### config.mk
export PLATFORM = sky130hd
export DESIGN_NAME = fp_divider
export DESIGN_NICKNAME = d
export VERILOG_FILES = /design/src/rtl/fp_pkg.sv /design/src/rtl/fp_div_mantissa.sv /design/src/rtl/fp_divider.sv
export SDC_FILE = /design/constraint.sdc
export NUM_CORES = 1
export LEC_CHECK = 0
export CAP_MARGIN = 20
export CORE_ASPECT_RATIO = 0.7
export CORE_UTILIZATION = 45
export CTS_CLUSTER_DIAMETER = 30
export DETAILED_ROUTE_END_ITERATION = 8
export GPL_TIMING_DRIVEN = 0
export PLACE_DENSITY_LB_ADDON = 0.25
export SLEW_MARGIN = 15
export SYNTH_ARGS = -nofsm -noshare
export SYNTH_HDL_FRONTEND = slang
export SYNTH_SLANG_ARGS = --single-unit
### constraint.sdc
create_clock -name clk -period 3.7 [get_ports clk]
set_input_delay 0.74 -clock clk [delete_from_list [all_inputs] [get_ports clk]]
set_output_delay 0.74 -clock clk [all_outputs]
set_load 0.05 [all_outputs]
### src/rtl/fp_pkg.sv
// fp_pkg: shared IEEE-754 single-precision format constants and types
package fp_pkg;
    localparam int FP_EXP_W  = 8;
    localparam int FP_FRAC_W = 23;
    localparam int FP_BIAS   = 127;
    localparam logic [31:0] FP_QNAN = 32'h7FC00000;
    typedef struct packed {
        logic                 sign;
        logic [FP_EXP_W-1:0]  exp;
        logic [FP_FRAC_W-1:0] frac;
    } fp_t;
    typedef enum logic [1:0] {IDLE, SPECIAL, DIVIDE, NORM} fp_div_state_t;
endpackage

### src/rtl/fp_div_mantissa.sv
// fp_div_mantissa: 25-step restoring mantissa divider, one quotient bit per step
module fp_div_mantissa (
    input  logic        clk,
    input  logic        rst,
    input  logic        load,
    input  logic        step,
    input  logic [23:0] mant_a,
    input  logic [23:0] mant_b,
    output logic [24:0] q,
    output logic [25:0] rem,
    output logic        last
);
    logic [4:0] cnt;
    assign last = cnt == 5'd24;
    always_ff @(posedge clk or posedge rst) begin
        if (rst) begin
            q   <= '0;
            rem <= '0;
            cnt <= '0;
        end else if (load) begin
            q   <= '0;
            rem <= {2'b00, mant_a};
            cnt <= '0;
        end else if (step) begin
            q   <= {q[23:0], rem >= {2'b00, mant_b}};
            rem <= (rem >= {2'b00, mant_b}) ? (rem - {2'b00, mant_b}) << 1 : rem << 1;
            cnt <= cnt + 5'd1;
        end
    end
endmodule

### src/rtl/fp_divider.sv
// fp_divider: iterative single-precision divider, truncating, subnormals flushed to zero
module fp_divider
    import fp_pkg::*;
#(
    parameter int EXP_BIAS = FP_BIAS
) (
    input  logic        clk,
    input  logic        rst,
    input  logic        start,
    input  logic [31:0] in_a,
    input  logic [31:0] in_b,
    output logic        busy,
    output logic        done,
    output logic [31:0] quot
);
    fp_t a, b;
    fp_div_state_t state;
    logic s, is_special, sign_r, last;
    logic [31:0] spec_val, spec_r, norm_val;
    logic signed [9:0] exp_r, fe;
    logic [22:0] frac;
    logic [24:0] q;
    logic [25:0] rem_unused;
    assign a = in_a;
    assign b = in_b;
    assign s = a.sign ^ b.sign;
    fp_div_mantissa u_mant (
        .clk    (clk),
        .rst    (rst),
        .load   (state == IDLE && start),
        .step   (state == DIVIDE),
        .mant_a ({1'b1, a.frac}),
        .mant_b ({1'b1, b.frac}),
        .q      (q),
        .rem    (rem_unused),
        .last   (last)
    );
    always_comb begin
        is_special = a.exp == 8'hFF || b.exp == 8'hFF || a.exp == 8'h00 || b.exp == 8'h00;
        spec_val   = (a.exp == 8'hFF || b.exp == 8'hFF || (a.exp == 8'h00 && b.exp == 8'h00)) ? FP_QNAN :
                     (b.exp == 8'h00) ? {s, 8'hFF, 23'h0} : {s, 31'h0};
        // a quotient below 1 leaves the integer bit clear and costs one exponent step
        fe         = q[24] ? exp_r : exp_r - 10'sd1;
        frac       = q[24] ? q[23:1] : q[22:0];
        norm_val   = (fe >= 10'sd255) ? {sign_r, 8'hFF, 23'h0} :
                     (fe <= 10'sd0)   ? {sign_r, 31'h0} : {sign_r, fe[7:0], frac};
    end
    always_ff @(posedge clk or posedge rst) begin
        if (rst) begin
            state  <= IDLE;
            busy   <= 1'b0;
            done   <= 1'b0;
            quot   <= '0;
            exp_r  <= '0;
            sign_r <= 1'b0;
            spec_r <= '0;
        end else begin
            done <= 1'b0;
            case (state)
                IDLE: if (start) begin
                    state  <= is_special ? SPECIAL : DIVIDE;
                    busy   <= 1'b1;
                    sign_r <= s;
                    spec_r <= spec_val;
                    exp_r  <= {2'b00, a.exp} - {2'b00, b.exp} + 10'(EXP_BIAS);
                end
                DIVIDE: if (last) state <= NORM;
                SPECIAL: begin
                    state <= IDLE;
                    busy  <= 1'b0;
                    done  <= 1'b1;
                    quot  <= spec_r;
                end
                NORM: begin
                    state <= IDLE;
                    busy  <= 1'b0;
                    done  <= 1'b1;
                    quot  <= norm_val;
                end
                default: state <= IDLE;
            endcase
        end
    end
endmodule

Word-level counts from Yosys, hierarchy flattened
Cells that the tools add are included.

word-level totals
  output and inout bits = 34
  register bits = 135
  input port bits = 67
  logic and storage cells = 64

cells by class
  equal/unequal tests = 8
  reductions and logical operators = 16
  add/sub/neg operators = 5
  mux-type cells = 21
  order comparisons = 3
  bitwise gates (word level) = 1

operators with widths
  cell                                                              number
  two-way mux 31 bit                                                3
  two-way mux 26 bit                                                3
  one-hot mux 32 bit (2 select lines)                               1
  two-way mux 25 bit                                                2
  two-way mux 32 bit                                                1
  >= comparator 26 x 24 -> 1 bit                                    1
  subtractor 25 x 24 -> 25 bit                                      1
  two-way mux 23 bit                                                1
  equality test 8 bit (second input constant)                       2
  zero test 8 bit                                                   2
  adder 9 x 8 -> 10 bit (second input constant)                     1
  >= comparator 10 x 9 -> 1 bit (second input constant)             1
  less-or-equal comparator 10 x 1 -> 1 bit (second input constant)  1
  two-way mux 10 bit                                                1
  two-way mux 5 bit                                                 2
  subtractor 10 x 2 -> 10 bit (second input constant)               1
  subtractor 8 x 8 -> 9 bit                                         1
  two-way mux 2 bit                                                 3
  one-hot mux 2 bit (3 select lines)                                1
  AND reduction 2 bit                                               3
  nonzero test 2 bit                                                3
  adder 5 x 1 -> 5 bit (second input constant)                      1
  equality test 5 bit (second input constant)                       1
  equality test 2 bit (second input constant)                       2
  9 further kinds                                                   15

Depth between registers and ports, before layout
Gate-level depths: netlist of the first run.

  depth in word-level cells = 7
  mapped depth = 12
  mapped depth without buffers = 12

Hierarchy
From an unflattened synthesis of the first run, not the netlist that was laid out.

unflattened totals
  cell total of the unflattened synthesis = 821
  area, all modules = 7160.6 um2

by module, submodules not included
  module           times used  cells an instance  area an instance (um2)  sequential area each (um2)
  fp_div_mantissa  1           469                3988.8                  1401.3
  fp_divider       1           352                3171.8                  1251.2

Least setup slack after synthesis of the first run
Ideal clock, no wire load.

  path type = input-to-reg
  start = in in_b[0]
  end = reg u_mant.rem[14]
  library setup time = 0.137 ns
  arrival time = 2.699 ns
  path slack = 0.864 ns
  path buffers = 1
  required time = 3.563 ns
  cell stages on the path = 10
  cells stage by stage = ha_1 -> fa_1 -> nor2b_1 -> o21bai_1 -> a31oi_1 -> o21bai_1 -> o211ai_2 -> buf_2 -> mux2i_1 -> a21oi_1

between the ends
  word-level cells in the longest chain between the ends = 4
  elaborated cells on any way between the ends = 5
  classes of those cells = 1 x add/sub; 1 x order compare; 3 x mux

ends and longest elaborated chain
  item                                                                                   RTL line               source
  start: declaration                                                                     fp_divider.sv:11       input logic [31:0] in_b,
  subtractor 25 x 24 -> 25 bit / >= comparator 26 x 24 -> 1 bit (equally long branches)  fp_div_mantissa.sv:26  rem <= (rem >= {2'b00, mant_b}) ? (rem - {2'b00, mant_b}) << 1 : rem << 1;
  two-way mux 26 bit (*)                                                                 fp_div_mantissa.sv:26
  two-way mux 26 bit (*)                                                                 fp_div_mantissa.sv:24  end else if (step) begin
  two-way mux 26 bit (*)                                                                 fp_div_mantissa.sv:20  end else if (load) begin
  end signal: assignment                                                                 fp_div_mantissa.sv:22  rem <= {2'b00, mant_a};
  end signal: assignment                                                                 fp_div_mantissa.sv:26
  end: declaration                                                                       fp_div_mantissa.sv:10  output logic [25:0] rem,

Mark *: on every way between the ends. The rest lies on a longest branch, timed or not. The select of a mux whose other input is x is not followed.
A chain may end at the register's enable or synchronous reset.

Final worst setup path of the first run
  start = in in_b[9]
  end = reg u_mant.rem[6]

between the ends
  word-level cells in the longest chain between the ends = 4

ends and longest elaborated chain
  item                            RTL line
  >= comparator 26 x 24 -> 1 bit  fp_div_mantissa.sv:26
  two-way mux 26 bit              fp_div_mantissa.sv:26
  two-way mux 26 bit              fp_div_mantissa.sv:24
  two-way mux 26 bit              fp_div_mantissa.sv:20

Every way passes these cells. The select of a mux whose other input is x is not followed.

==> run_results.csv, run 1 <==
group,metric,value,unit
outcome,status,"finished clean",
place,dp.cells,1028,
grt,grt_overflow,0,
floorplan,initial_core_util,46.08,%
yosys,synth_top_area_share,39.22,%
power_and_ir_drop,p_leak,3.699,nW
yosys,ys_types,60,
detailed_routing,dr_total_vias,5995,
sta,worst_pin_slew,0.7420,ns
sta,finalHoldViolations,0,
setup_path,slowest_delay,0.46,ns
yosys,synth_top_area_cell,"dfrtp_1",
detailed_routing,drt_pass1_iterations,7,
sta,clock_skew,0.008278,ns
sta,slew_viol_final,0,
setup_path,crit_top_cell,"a31oi_1",
setup_path,endpoint_kind,"register",
grt,grt_pass1_wl,29030,um
setup_path,critical_path.top_delay_family,"buffers and inverters",
detailed_routing,drc,0,
place,pre_cts_ws,-0.2835,ns
yosys,avgSynthCellArea,9.226,sq um
setup_path,cp_max_fo,10,
clock_tree,cts_tree,"yes",
worst_hold_path,min_path_cells,2,
grt,track_usage,23.71,%
floorplan,std_cell_rows,37,
place,io_buffers,99,
worst_hold_path,hold_path_end,"spec_r[22]$_DFFE_PP0P_",
grt,grt_start_max_net_pins,71,
power_and_ir_drop,powerDensity,862.3,nW/um^2
yosys,yosysMostFrequentCell,"dfrtp_1",
setup_path,slowest_stage,"clkdlybuf4s50_1",
yosys,syn_area,6763,sq um
detailed_routing,wl_per_cell,16.89,um
place,gp_congestion,1.017,
sta,setup_ws,0.2024,ns
detailed_routing,ant_nets,0,
setup_path,cp_data_arrival_time,3.76,ns
yosys,ys_top_cells_by_count,"dfrtp_1 (106), nand2_1 (65), inv_1 (55)",
detailed_routing,vias_per_cell,5.726,
finish,final_core_util,56.94,%
setup_path,r2r-end,"u_mant.rem[6]$_DFFE_PP0P_",
clock_tree,clockBufferDepth,2,
power_and_ir_drop,irDropWorstVdd,0.0003068,V
floorplan,die_h,104.6,um
floorplan,dieArea,15530,sq um
finish,antenna_cells,0,
sta,setup_violations,0,
finish,drive_gt1_share,4.577,%
floorplan,die_x,148.5,um
sta,fmax,285.9,MHz
finish,fin_cells,1047,
floorplan,ios,101,
yosys,ys_async_sr_fraction,100.0,%
setup_path,rrSetupSlack,0.68,ns
finish,syn_to_final_growth,23.55,%
detailed_routing,drtIter0Drc,420,
yosys,synth_nets,837,
setup_path,rr_worst_depth,11,
finish,layout.nets,951,
setup_path,crit_buf_inv,5,
worst_hold_path,worstHoldStart,"spec_r[22]$_DFFE_PP0P_",
worst_hold_path,hold_path_class,"register to register",
detailed_routing,wl,17690,um
yosys,synth_edf_count,0,
setup_path,r2r-start,"u_mant.rem[9]$_DFFE_PP0P_",
clock_tree,cts_max_level,3,
yosys,syn_inst,733,
setup_path,required,3.96,ns
yosys,yosysWarnings,0,
clock_tree,clk_latency,0.35,ns
grt,grt_pass1_vias,5753,
grt,antenna_found_initial,0,
floorplan,core,14680,sq um
yosys,yosys-top-cells-area,"dfrtp_1 (39%), ha_1 (6.5%), mux2i_1 (4.7%)",
sta,min_period,3.498,ns
setup_path,critPathLaunchType,"input pin",
yosys,synth_seq_area_share,39.22,%
yosys,synth_seq_cells,106,
flow_run,drv_cap,0,
clock_tree,cts-buffers-inserted,9,
setup_path,path_cells,"clkdlybuf4s50_1, inv_1, ha_1, clkbuf_1, and4_1, nand3_1, a31oi_1, o21bai_1, o211ai_2, buf_4, clkbuf_2, a31oi_1, o21ai_0",
clock_tree,clock-sinks,106,
place,dp_hpwl,13330,um
sta,rsz0062_at_grt,"no",
clock_tree,clk_pin_slew,0.07,ns
yosys,ys.flop_type,"dfrtp_1",
setup_path,critical_path_class,"input pin to register",
clock_tree,cts-root-buf,"clkbuf_16",
sta,slew-limit-headroom,49.26,%
sta,fin_crit_sh,94.53,%
-- worst min-delay path, cell delays in order (launching register included) --
cell and delay [ns]:
dfrtp_1 0.34, nand2_1 0.04, o21ai_0 0.06
-- metrics by stage --
step                      power [mW]  hold WS (ns)  cell area [sq um]  setup TNS [ns]
after floorplan                5.089        0.4419               6763               0
final                          7.205        0.4759               8356               0
after global placement         6.092        0.4628               7998         -150.61
after detailed placement       6.185        0.4661               8030          -5.128
after global routing           7.744        0.5019               8356               0
after CTS                      7.169        0.4828               8325               0
-- worst max-delay path by stage --
stage	from	to	cells after the start
after detailed placement	in_b[9]	u_mant.rem[13]$_DFFE_PP0P_	13
after global placement	rst	u_mant.rem[13]$_DFFE_PP0P_	2
final	in_b[9]	u_mant.rem[6]$_DFFE_PP0P_	13
after floorplan	rst	busy$_DFFE_PP0P_	1
after global routing	in_b[9]	u_mant.rem[13]$_DFFE_PP0P_	14
after CTS	in_b[9]	u_mant.rem[6]$_DFFE_PP0P_	12
-- layer usage --
layer	global-route usage (%)	share of wire, %
met5	0	0
met4	6.038	1.6
met3	3.843	5.2
met2	36.52	44
met1	34.43	50
-- cells by family after synthesis --
kind of cell               after synthesis  share of synthesized area (%)
buffers and inverters                   99                          5.791
muxes                                   32                          4.736
and+or+nand+nor                        170                          12.36
adders and majority gates               37                          7.068
AOI/OAI and AO/OA                      247                          25.38
xor gates and xnor gates                42                          5.439
DFF                                    106                          39.22
-- timing repair --
item	CTS	global route
resized for setup	0	6
hold buffers	0	0
setup endpoints to repair	0	24
buffers inserted	0	3
hold endpoints to repair	0	0
-- state kept, by name, indices dropped and copies added, names as in the netlist --
register / flops
quot: 32
state: 2
u_mant.q: 25
u_mant.cnt: 5
busy: 1
done: 1
spec_r: 3
sign_r: 1
exp_r: 10
u_mant.rem: 26
-- power breakdown --
part           internal (mW)  leakage [nW]  switching, mW  total (mW)
clock                  0.477         0.147          0.484       0.960
sequential              1.70          1.30          0.507        2.21
combinational           1.72          2.26           2.32        4.04
-- final cells by class --
cell class,instances,area [sq um]
buffer,42,182.7
clock buffer,9,225.2
clock inverter,7,70.07
fill,1305,6320
inverter,57,219.0
multi-input combinational,528,3721
sequential,106,2653
tap,195,244.0
timing repair buffer,103,1041
-- layout by cell type (no fill, tap or decap), types with 30 or more instances in the layout --
cell type,count
clkdlybuf4s50_1,99
mux2i_1,32
a21oi_1,39
ha_1,35
o21ai_0,48
dfrtp_1,106
nand2_1,65
inv_1,54
nor2_1,30
clkbuf_1,32
Note: power is estimated with default switching activity, not from simulation.
==> run 2, diff against run 1 <==
ABC_CLOCK_PERIOD_IN_PS = 3700   (was default)
==> results of run 2 <==
The final DEF is identical to that of run 1; final timing and power are the same.
